==> src/rtl/hilo_muldiv_unit.sv <==
// HI/LO execute-stage unit: single-cycle MULT/MULTU, iterative radix-2
// DIV/DIVU (one restoring step per cycle), MTHI/MTLO writes, combinational
// MFHI/MFLO read data and a stall request while a divide is in flight.
module hilo_muldiv_unit #(
    parameter int WIDTH     = 32,
    parameter int DIV_STEPS = 32   // one quotient bit per step, so this must equal WIDTH
) (
    input  logic             clk,
    input  logic             rst,
    input  logic             hilo_enE,
    input  logic [2:0]       hilo_opE,
    input  logic             hassignE,
    input  logic [1:0]       hilo_mfE,
    input  logic [WIDTH-1:0] srcaE,
    input  logic [WIDTH-1:0] srcbE,
    input  logic             flushE,
    output logic             stall_divE,
    output logic [WIDTH-1:0] hilo_rdataE,
    output logic [WIDTH-1:0] hi_o,
    output logic [WIDTH-1:0] lo_o
);

    localparam int CNT_W = $clog2(DIV_STEPS);
    localparam logic [CNT_W-1:0] LAST_STEP = CNT_W'(DIV_STEPS - 1);

    typedef enum logic [2:0] {
        OP_NONE = 3'b000,
        OP_MULT = 3'b001,
        OP_DIV  = 3'b010,
        OP_MTHI = 3'b011,
        OP_MTLO = 3'b100
    } hilo_op_e;

    typedef enum logic [1:0] {
        S_IDLE,
        S_BUSY,
        S_DONE
    } state_e;

    state_e             r_state;
    state_e             w_state_nxt;

    logic [WIDTH-1:0]   r_hi;
    logic [WIDTH-1:0]   r_lo;

    // Divider datapath
    logic [CNT_W-1:0]   r_cnt;
    logic [WIDTH-1:0]   r_rem;       // partial remainder
    logic [WIDTH-1:0]   r_quo;       // dividend bits shift out as quotient bits shift in
    logic [WIDTH-1:0]   r_dvsr;      // |divisor|
    logic [WIDTH-1:0]   r_dvnd;      // original dividend, returned in HI on divide by zero
    logic               r_dvsr_zero;
    logic               r_q_neg;
    logic               r_r_neg;

    logic               w_req;
    logic               w_div_start;
    logic               w_div_finish;
    logic               w_a_neg;
    logic               w_b_neg;
    logic [WIDTH-1:0]   w_a_abs;
    logic [WIDTH-1:0]   w_b_abs;
    logic [WIDTH:0]     w_shift;
    logic [WIDTH:0]     w_diff;
    logic               w_fits;
    logic [WIDTH-1:0]   w_rem_nxt;
    logic [WIDTH-1:0]   w_quo_nxt;
    logic [WIDTH-1:0]   w_quo_fix;
    logic [WIDTH-1:0]   w_rem_fix;
    logic               w_a_sx;
    logic               w_b_sx;
    logic [2*WIDTH-1:0] w_a_ext;
    logic [2*WIDTH-1:0] w_b_ext;
    logic [2*WIDTH-1:0] w_prod;

    // A flushed instruction is not a request; nothing writes or starts without one.
    assign w_req        = hilo_enE & ~flushE;
    assign w_div_start  = (r_state == S_IDLE) & w_req & (hilo_opE == OP_DIV);
    assign w_div_finish = (r_state == S_BUSY) & ~flushE & (r_cnt == LAST_STEP);

    // Operand magnitudes; -x of the most negative value is itself, which is
    // its correct unsigned magnitude.
    assign w_a_neg = hassignE & srcaE[WIDTH-1];
    assign w_b_neg = hassignE & srcbE[WIDTH-1];
    assign w_a_abs = w_a_neg ? -srcaE : srcaE;
    assign w_b_abs = w_b_neg ? -srcbE : srcbE;

    // Restoring step: shift the next dividend bit into the remainder and
    // subtract the divisor when it fits.
    assign w_shift   = {r_rem, r_quo[WIDTH-1]};
    assign w_diff    = w_shift - {1'b0, r_dvsr};
    assign w_fits    = ~w_diff[WIDTH];
    assign w_rem_nxt = w_fits ? w_diff[WIDTH-1:0] : w_shift[WIDTH-1:0];
    assign w_quo_nxt = {r_quo[WIDTH-2:0], w_fits};

    // Quotient truncates toward zero; remainder follows the dividend's sign.
    assign w_quo_fix = r_q_neg ? -w_quo_nxt : w_quo_nxt;
    assign w_rem_fix = r_r_neg ? -w_rem_nxt : w_rem_nxt;

    // Extend both operands to the full product width (sign or zero) so one
    // unsigned multiply gives the correct low 2*WIDTH bits in both modes.
    assign w_a_sx  = hassignE & srcaE[WIDTH-1];
    assign w_b_sx  = hassignE & srcbE[WIDTH-1];
    assign w_a_ext = {{WIDTH{w_a_sx}}, srcaE};
    assign w_b_ext = {{WIDTH{w_b_sx}}, srcbE};
    assign w_prod  = w_a_ext * w_b_ext;

    // Divider state register.
    always_ff @(posedge clk or negedge rst) begin
        // NOTE: sequential state uses non-blocking assignments so every flop
        // samples pre-edge values regardless of block ordering.
        if (!rst) r_state <= S_IDLE;
        else      r_state <= w_state_nxt;
    end

    // Next-state and stall request.
    always_comb begin
        // NOTE: defaults first so every path assigns every output; no latches.
        w_state_nxt = r_state;
        stall_divE  = 1'b0;
        case (r_state)
            S_IDLE: begin
                if (w_div_start) begin
                    stall_divE  = 1'b1;
                    w_state_nxt = S_BUSY;
                end
            end
            S_BUSY: begin
                stall_divE = 1'b1;
                if (flushE)                  w_state_nxt = S_IDLE;
                else if (r_cnt == LAST_STEP) w_state_nxt = S_DONE;
            end
            S_DONE:  w_state_nxt = S_IDLE;  // requests ignored so the DIV cannot restart
            default: w_state_nxt = S_IDLE;
        endcase
    end

    // Divider datapath: latch operands on start, one step per BUSY cycle.
    always_ff @(posedge clk or negedge rst) begin
        // NOTE: the datapath is a handful of flops, not a memory, so clearing
        // it on reset is cheap and keeps post-reset state deterministic.
        if (!rst) begin
            r_cnt       <= '0;
            r_rem       <= '0;
            r_quo       <= '0;
            r_dvsr      <= '0;
            r_dvnd      <= '0;
            r_dvsr_zero <= 1'b0;
            r_q_neg     <= 1'b0;
            r_r_neg     <= 1'b0;
        end else if (w_div_start) begin
            r_cnt       <= '0;
            r_rem       <= '0;
            r_quo       <= w_a_abs;
            r_dvsr      <= w_b_abs;
            r_dvnd      <= srcaE;
            r_dvsr_zero <= (srcbE == '0);
            r_q_neg     <= w_a_neg ^ w_b_neg;
            r_r_neg     <= w_a_neg;
        end else if (r_state == S_BUSY) begin
            r_rem <= w_rem_nxt;
            r_quo <= w_quo_nxt;
            r_cnt <= r_cnt + CNT_W'(1);
        end
    end

    // HI/LO registers: divide completion, or a MULT/MTHI/MTLO request in IDLE.
    always_ff @(posedge clk or negedge rst) begin
        if (!rst) begin
            r_hi <= '0;
            r_lo <= '0;
        end else if (w_div_finish) begin
            if (r_dvsr_zero) begin
                r_hi <= r_dvnd;
                r_lo <= '1;
            end else begin
                r_hi <= w_rem_fix;
                r_lo <= w_quo_fix;
            end
        end else if (r_state == S_IDLE && w_req) begin
            case (hilo_opE)
                OP_MULT: begin
                    r_hi <= w_prod[2*WIDTH-1:WIDTH];
                    r_lo <= w_prod[WIDTH-1:0];
                end
                OP_MTHI: r_hi <= srcaE;
                OP_MTLO: r_lo <= srcaE;
                default: ;
            endcase
        end
    end

    // MFHI/MFLO read data straight from the registers.
    always_comb begin
        hilo_rdataE = '0;
        case (hilo_mfE)
            2'b01:   hilo_rdataE = r_hi;
            2'b10:   hilo_rdataE = r_lo;
            default: ;
        endcase
    end

    assign hi_o = r_hi;
    assign lo_o = r_lo;

endmodule
==> config.mk <==
export PLATFORM = sky130hd
export DESIGN_NAME = hilo_muldiv_unit
export DESIGN_NICKNAME = d
export VERILOG_FILES = /design/src/rtl/hilo_muldiv_unit.sv
export SDC_FILE = /design/constraint.sdc
export NUM_CORES = 2
export LEC_CHECK = 0
export ABC_AREA = 0
export BUFFER_PORTS_ARGS = -buffer_cell sky130_fd_sc_hd__buf_4
export CAP_MARGIN = 0
export CORE_MARGIN = 4
export CORE_UTILIZATION = 50
export DETAILED_ROUTE_END_ITERATION = 16
export PLACE_DENSITY = 0.63
export SETUP_SLACK_MARGIN = 0.1
export SLEW_MARGIN = 10
export SYNTH_ARGS = -nofsm -noshare
export SYNTH_HDL_FRONTEND = slang
export SYNTH_SLANG_ARGS = --single-unit
export TNS_END_PERCENT = 20
==> constraint.sdc <==
create_clock -name clk -period 12.5 [get_ports clk]
set_input_delay 1.25 -clock clk [delete_from_list [all_inputs] [get_ports clk]]
set_output_delay 1.25 -clock clk [all_outputs]
set_load 0.01 [all_outputs]
==> Implementation_results.wiki <==
{| class="wikitable"
! Metric !! Value
|-
| R2R setup slack || 5.47 ns
|-
| Worst path bufs/invs || 9
|-
| Clock tree from TritonCTS || built
|-
| Crit-path max cell delay || 0.83 ns
|-
| Final net count || roughly 7400
|-
| Most area-consuming cells after synthesis || fa_1 (43%), dfrtp_1 (9.6%), inv_1 (8.4%), nand2_1 (7.4%), ha_1 (6.0%)
|-
| Number of nets with antenna violations after routing || 0
|-
| Post-synth net total || roughly 7500
|-
| Overall via count from detail_route || between 40000 and 50000
|-
| Average size of a mapped cell || around 8.7 µm²
|-
| Min Tclk post-route || between 10 and 15 ns
|-
| Antenna violations before repair || 9
|-
| Detail Placement HPWL || between 100 and 150 mm
|-
| Yosys top cell by area || fa_1
|-
| Final Skew || ~0.026 ns
|-
| Worst Path Max Fanout || just over 40
|-
| Count of endpoints failing hold in the final timing report || 0
|-
| Post-CTS Setup Inserts || 0
|-
| Layout-stage area growth over the synthesis result || 5.21%
|-
| Worst hold path endpoint || r_dvsr[16]
|-
| Count of flip-flops with a built-in enable after synthesis || 0
|-
| Actual transition at the worst max-transition pin || between 1 and 1.5 ns
|-
| CTS buffer count || 24
|-
| Initial Utilization || between 50% and 60%
|-
| Cell with the most instances on the worst path || fa_1
|-
| Die width || about 330 µm
|-
| Share of the clock period used by the worst path || about four fifths
|-
| Final wirelength || around 170 mm
|-
| Largest net degree at the start of global routing || 93
|-
| Post-synth top area share || 42.8%
|-
| Combined global-route utilization of all metal layers || between 30 and 40%
|-
| Library cell with the highest instance count after synthesis || inv_1
|-
| Critical R2R Capture || hi_o[28]
|-
| Number of cells on the worst hold path || 2
|-
| Number of buffer cells added on primary ports || 170
|-
| Deepest level of the CTS H-tree || 1
|-
| Number of different library cells in the post-synthesis netlist || slightly below 100
|-
| Most instantiated flip-flop cell in the synthesis netlist || dfrtp_1
|-
| Worst min path class || reg2reg
|-
| Cell chosen for the clock root || clkbuf_16
|-
| Congestion Overflow GR || 0
|-
| CP delay by family, top || adder cells
|-
| Ys Warns || 0
|-
| FP Rows || roughly 120
|-
| Total number of clock tree sinks || a little over 200
|-
| Setup-violating endpoint count in the final report || 0
|-
| RSZ-0062 raised after global routing || false
|-
| Wire length of the first global-routing pass || approximately 270 mm
|-
| Standard cell core area || 104000 µm²
|-
| Critical path launch point type || input pin
|-
| Longest Clk Path Bufs || 3
|-
| Element type at the critical path end || flop
|-
| Gate count after technology mapping || between 6000 and 7000
|-
| Share of cells above drive strength 1 || approximately 5.3%
|-
| Flop and latch count out of synthesis || 202
|-
| Number of ports placed on the die boundary || 171
|-
| Startpoint of the tightest hold check path || r_dvsr[16]
|-
| Layout fillers || between 9000 and 10000
|-
| Crit-path slowest cell || fa_1
|-
| Floorplan die area || approximately 110000 µm²
|-
| Drt wl/cell || 23.2 µm
|-
| Max_slew headroom || 20.1%
|-
| Via count of the first global-routing pass || about 44000
|-
| Router iterations before antenna repair || 6
|-
| Critical Path RT || around 13 ns
|-
| Fraction of the yosys area taken by sequential cells || about a tenth
|-
| Startpoint of the most critical register-to-register path || r_quo[31]
|-
| Worst Reg-to-Reg Cells || 23
|-
| Max-capacitance violation count || 0
|-
| Run status || complete, no violations
|-
| Number of instances resized during post-cts repair || 0
|-
| Arrival time at the worst endpoint || around 10 ns
|-
| Insertion delay to the later sink of the worst-skew pair || approximately 0.55 ns
|-
| Number of vias per cell || about 5.8
|-
| Accumulated negative setup slack || 0 ns
|-
| Share of flip-flops with an asynchronous set or reset after synthesis || 100%
|-
| Number of buffers added to fix hold violations after cts || 0
|-
| Y dimension of the die || approximately 330 µm
|-
| Max Slew Vio Count || 0
|-
| Remaining design rule violation count || 0
|-
| Crit path kind || in2reg
|-
| Most used standard cells in the synthesized netlist || inv_1 (1180), fa_1 (1126), nand2_1 (1035)
|-
| Routability Congestion || between 0.9 and 1
|-
| Detailed router's first-iteration violation count || 3618
|-
| Clock-pin slew on the worst setup and hold paths || around 0.06 ns
|-
| Post-Syn Area || 52700 µm²
|-
| Maximum achievable frequency || ~100 MHz
|}
-- cell usage in the layout, fill, tap and decap left out, types with 8 or more instances in the layout --
cell type / instances
a211o_1: 8
a211oi_1: 34
a21boi_0: 11
a21o_1: 52
a21oi_1: 151
a221oi_1: 10
a22oi_1: 48
a31oi_1: 32
a32oi_1: 8
and2_1: 353
and3_1: 35
buf_4: 226
clkbuf_16: 24
dfrtp_1: 202
fa_1: 1126
ha_1: 252
inv_1: 1180
mux2i_1: 36
nand2_1: 1034
nand2b_1: 27
nand3_1: 48
nand4_1: 18
nor2_1: 215
nor2b_1: 9
nor3_1: 43
nor4_1: 15
o211ai_1: 46
o21a_1: 13
o21ai_0: 223
o22ai_1: 18
o31ai_1: 24
o41ai_1: 19
or3_1: 20
or4_1: 14
xnor2_1: 132
xor2_1: 72
-- worst max path at each step --
stage               from        to  cells after the start
2_1_floorplan  srcaE[31]  hi_o[30]                     33
3_3_place_gp   srcaE[31]  hi_o[30]                     32
3_5_place_dp   srcaE[31]  hi_o[30]                     32
4_1_cts        srcaE[31]  hi_o[30]                     32
5_1_grt        srcaE[31]  hi_o[30]                     32
6_report       srcaE[31]  hi_o[30]                     32
-- worst register-to-register path, cell delays in order, from the launching register on --
cell       delay, ns
dfrtp_1         0.45
inv_1           0.09
ha_1            0.17
inv_1           0.06
fa_1            0.44
a211oi_2        0.30
o211ai_2        0.15
nand2_1         0.25
o221ai_2        0.21
o2111ai_2       0.29
a21oi_4         0.12
mux2i_4         0.21
buf_4           0.24
nor2_8          0.65
inv_4           0.32
a21oi_1         0.38
ha_1            0.28
nor3b_1         0.37
nand2_1         0.24
a2111oi_2       0.47
nor2_1          0.21
nor3_2          0.26
mux2_1          0.40
o32a_1          0.35
-- layer usage --
metal / vias to the layer above / track usage (%) / part of all wire (%) / routed length (µm)
li1: 18227 / - / - / -
met1: 21701 / 42.8 / 41 / 69500
met2: 1858 / 48.7 / 45 / 76800
met3: 347 / 6.07 / 9.4 / 15900
met4: 4 / 11.6 / 4.6 / 7810
met5: - / 0 / 0.0076 / 13
-- through the flow --
| stage | util [%] | setup slack, ns | hold WS [ns] | cell area [µm²] | cells |
|---|---|---|---|---|---|
| 2_1_floorplan | - | 2.59 | 0.438 | 52700 | 6070 |
| 3_3_place_gp | 52.5 | 2.10 | 0.453 | 54600 | 7277 |
| 3_5_place_dp | 52.5 | 1.98 | 0.460 | 54600 | 7277 |
| 4_1_cts | 53.3 | 2.53 | 0.474 | 55400 | 7320 |
| 5_1_grt | 53.3 | 1.90 | 0.502 | 55400 | 7320 |
| 6_report | 53.3 | 2.49 | 0.472 | 55400 | 7323 |
-- cell families after synthesis --
| group | after synthesis | share of synthesized area [%] |
|---|---|---|
| xor gates and xnor gates | 204 | 3.39 |
| adders and majority gates | 1378 | 48.8 |
| AOI/OAI and AO/OA | 782 | 9.66 |
| muxes | 45 | 0.898 |
| and+or+nand+nor | 1876 | 16.4 |
| DFF | 202 | 9.59 |
| buffers and inverters | 1583 | 11.3 |
-- registers in the layout, summed over array words and instances (netlist names) --
| signal | flops |
|---|---|
| hi_o | 32 |
| lo_o | 32 |
| r_dvnd | 32 |
| r_dvsr | 32 |
| r_quo | 32 |
| r_rem | 32 |
| r_cnt | 5 |
| r_state | 2 |
| r_dvsr_zero | 1 |
| r_q_neg | 1 |
| r_r_neg | 1 |
-- final cells by class --
cell class / instances / area (µm²) / share of cell area (%)
Clock inverter: 9 / 106 / 0.192
Timing Repair Buffer: 227 / 1710 / 3.09
Antenna cell: 3 / 7.51 / 0.0135
Clock buffer: 34 / 688 / 1.24
Multi-Input combinational cell: 4285 / 41700 / 75.2
Tap cell: 1380 / 1730 / 3.11
Sequential cell: 202 / 5050 / 9.12
Inverter: 1183 / 4440 / 8.01
Power is left out: the tool's default activity adds up to more than one toggle a clock period on the data nets, which glitch-free logic cannot reach.
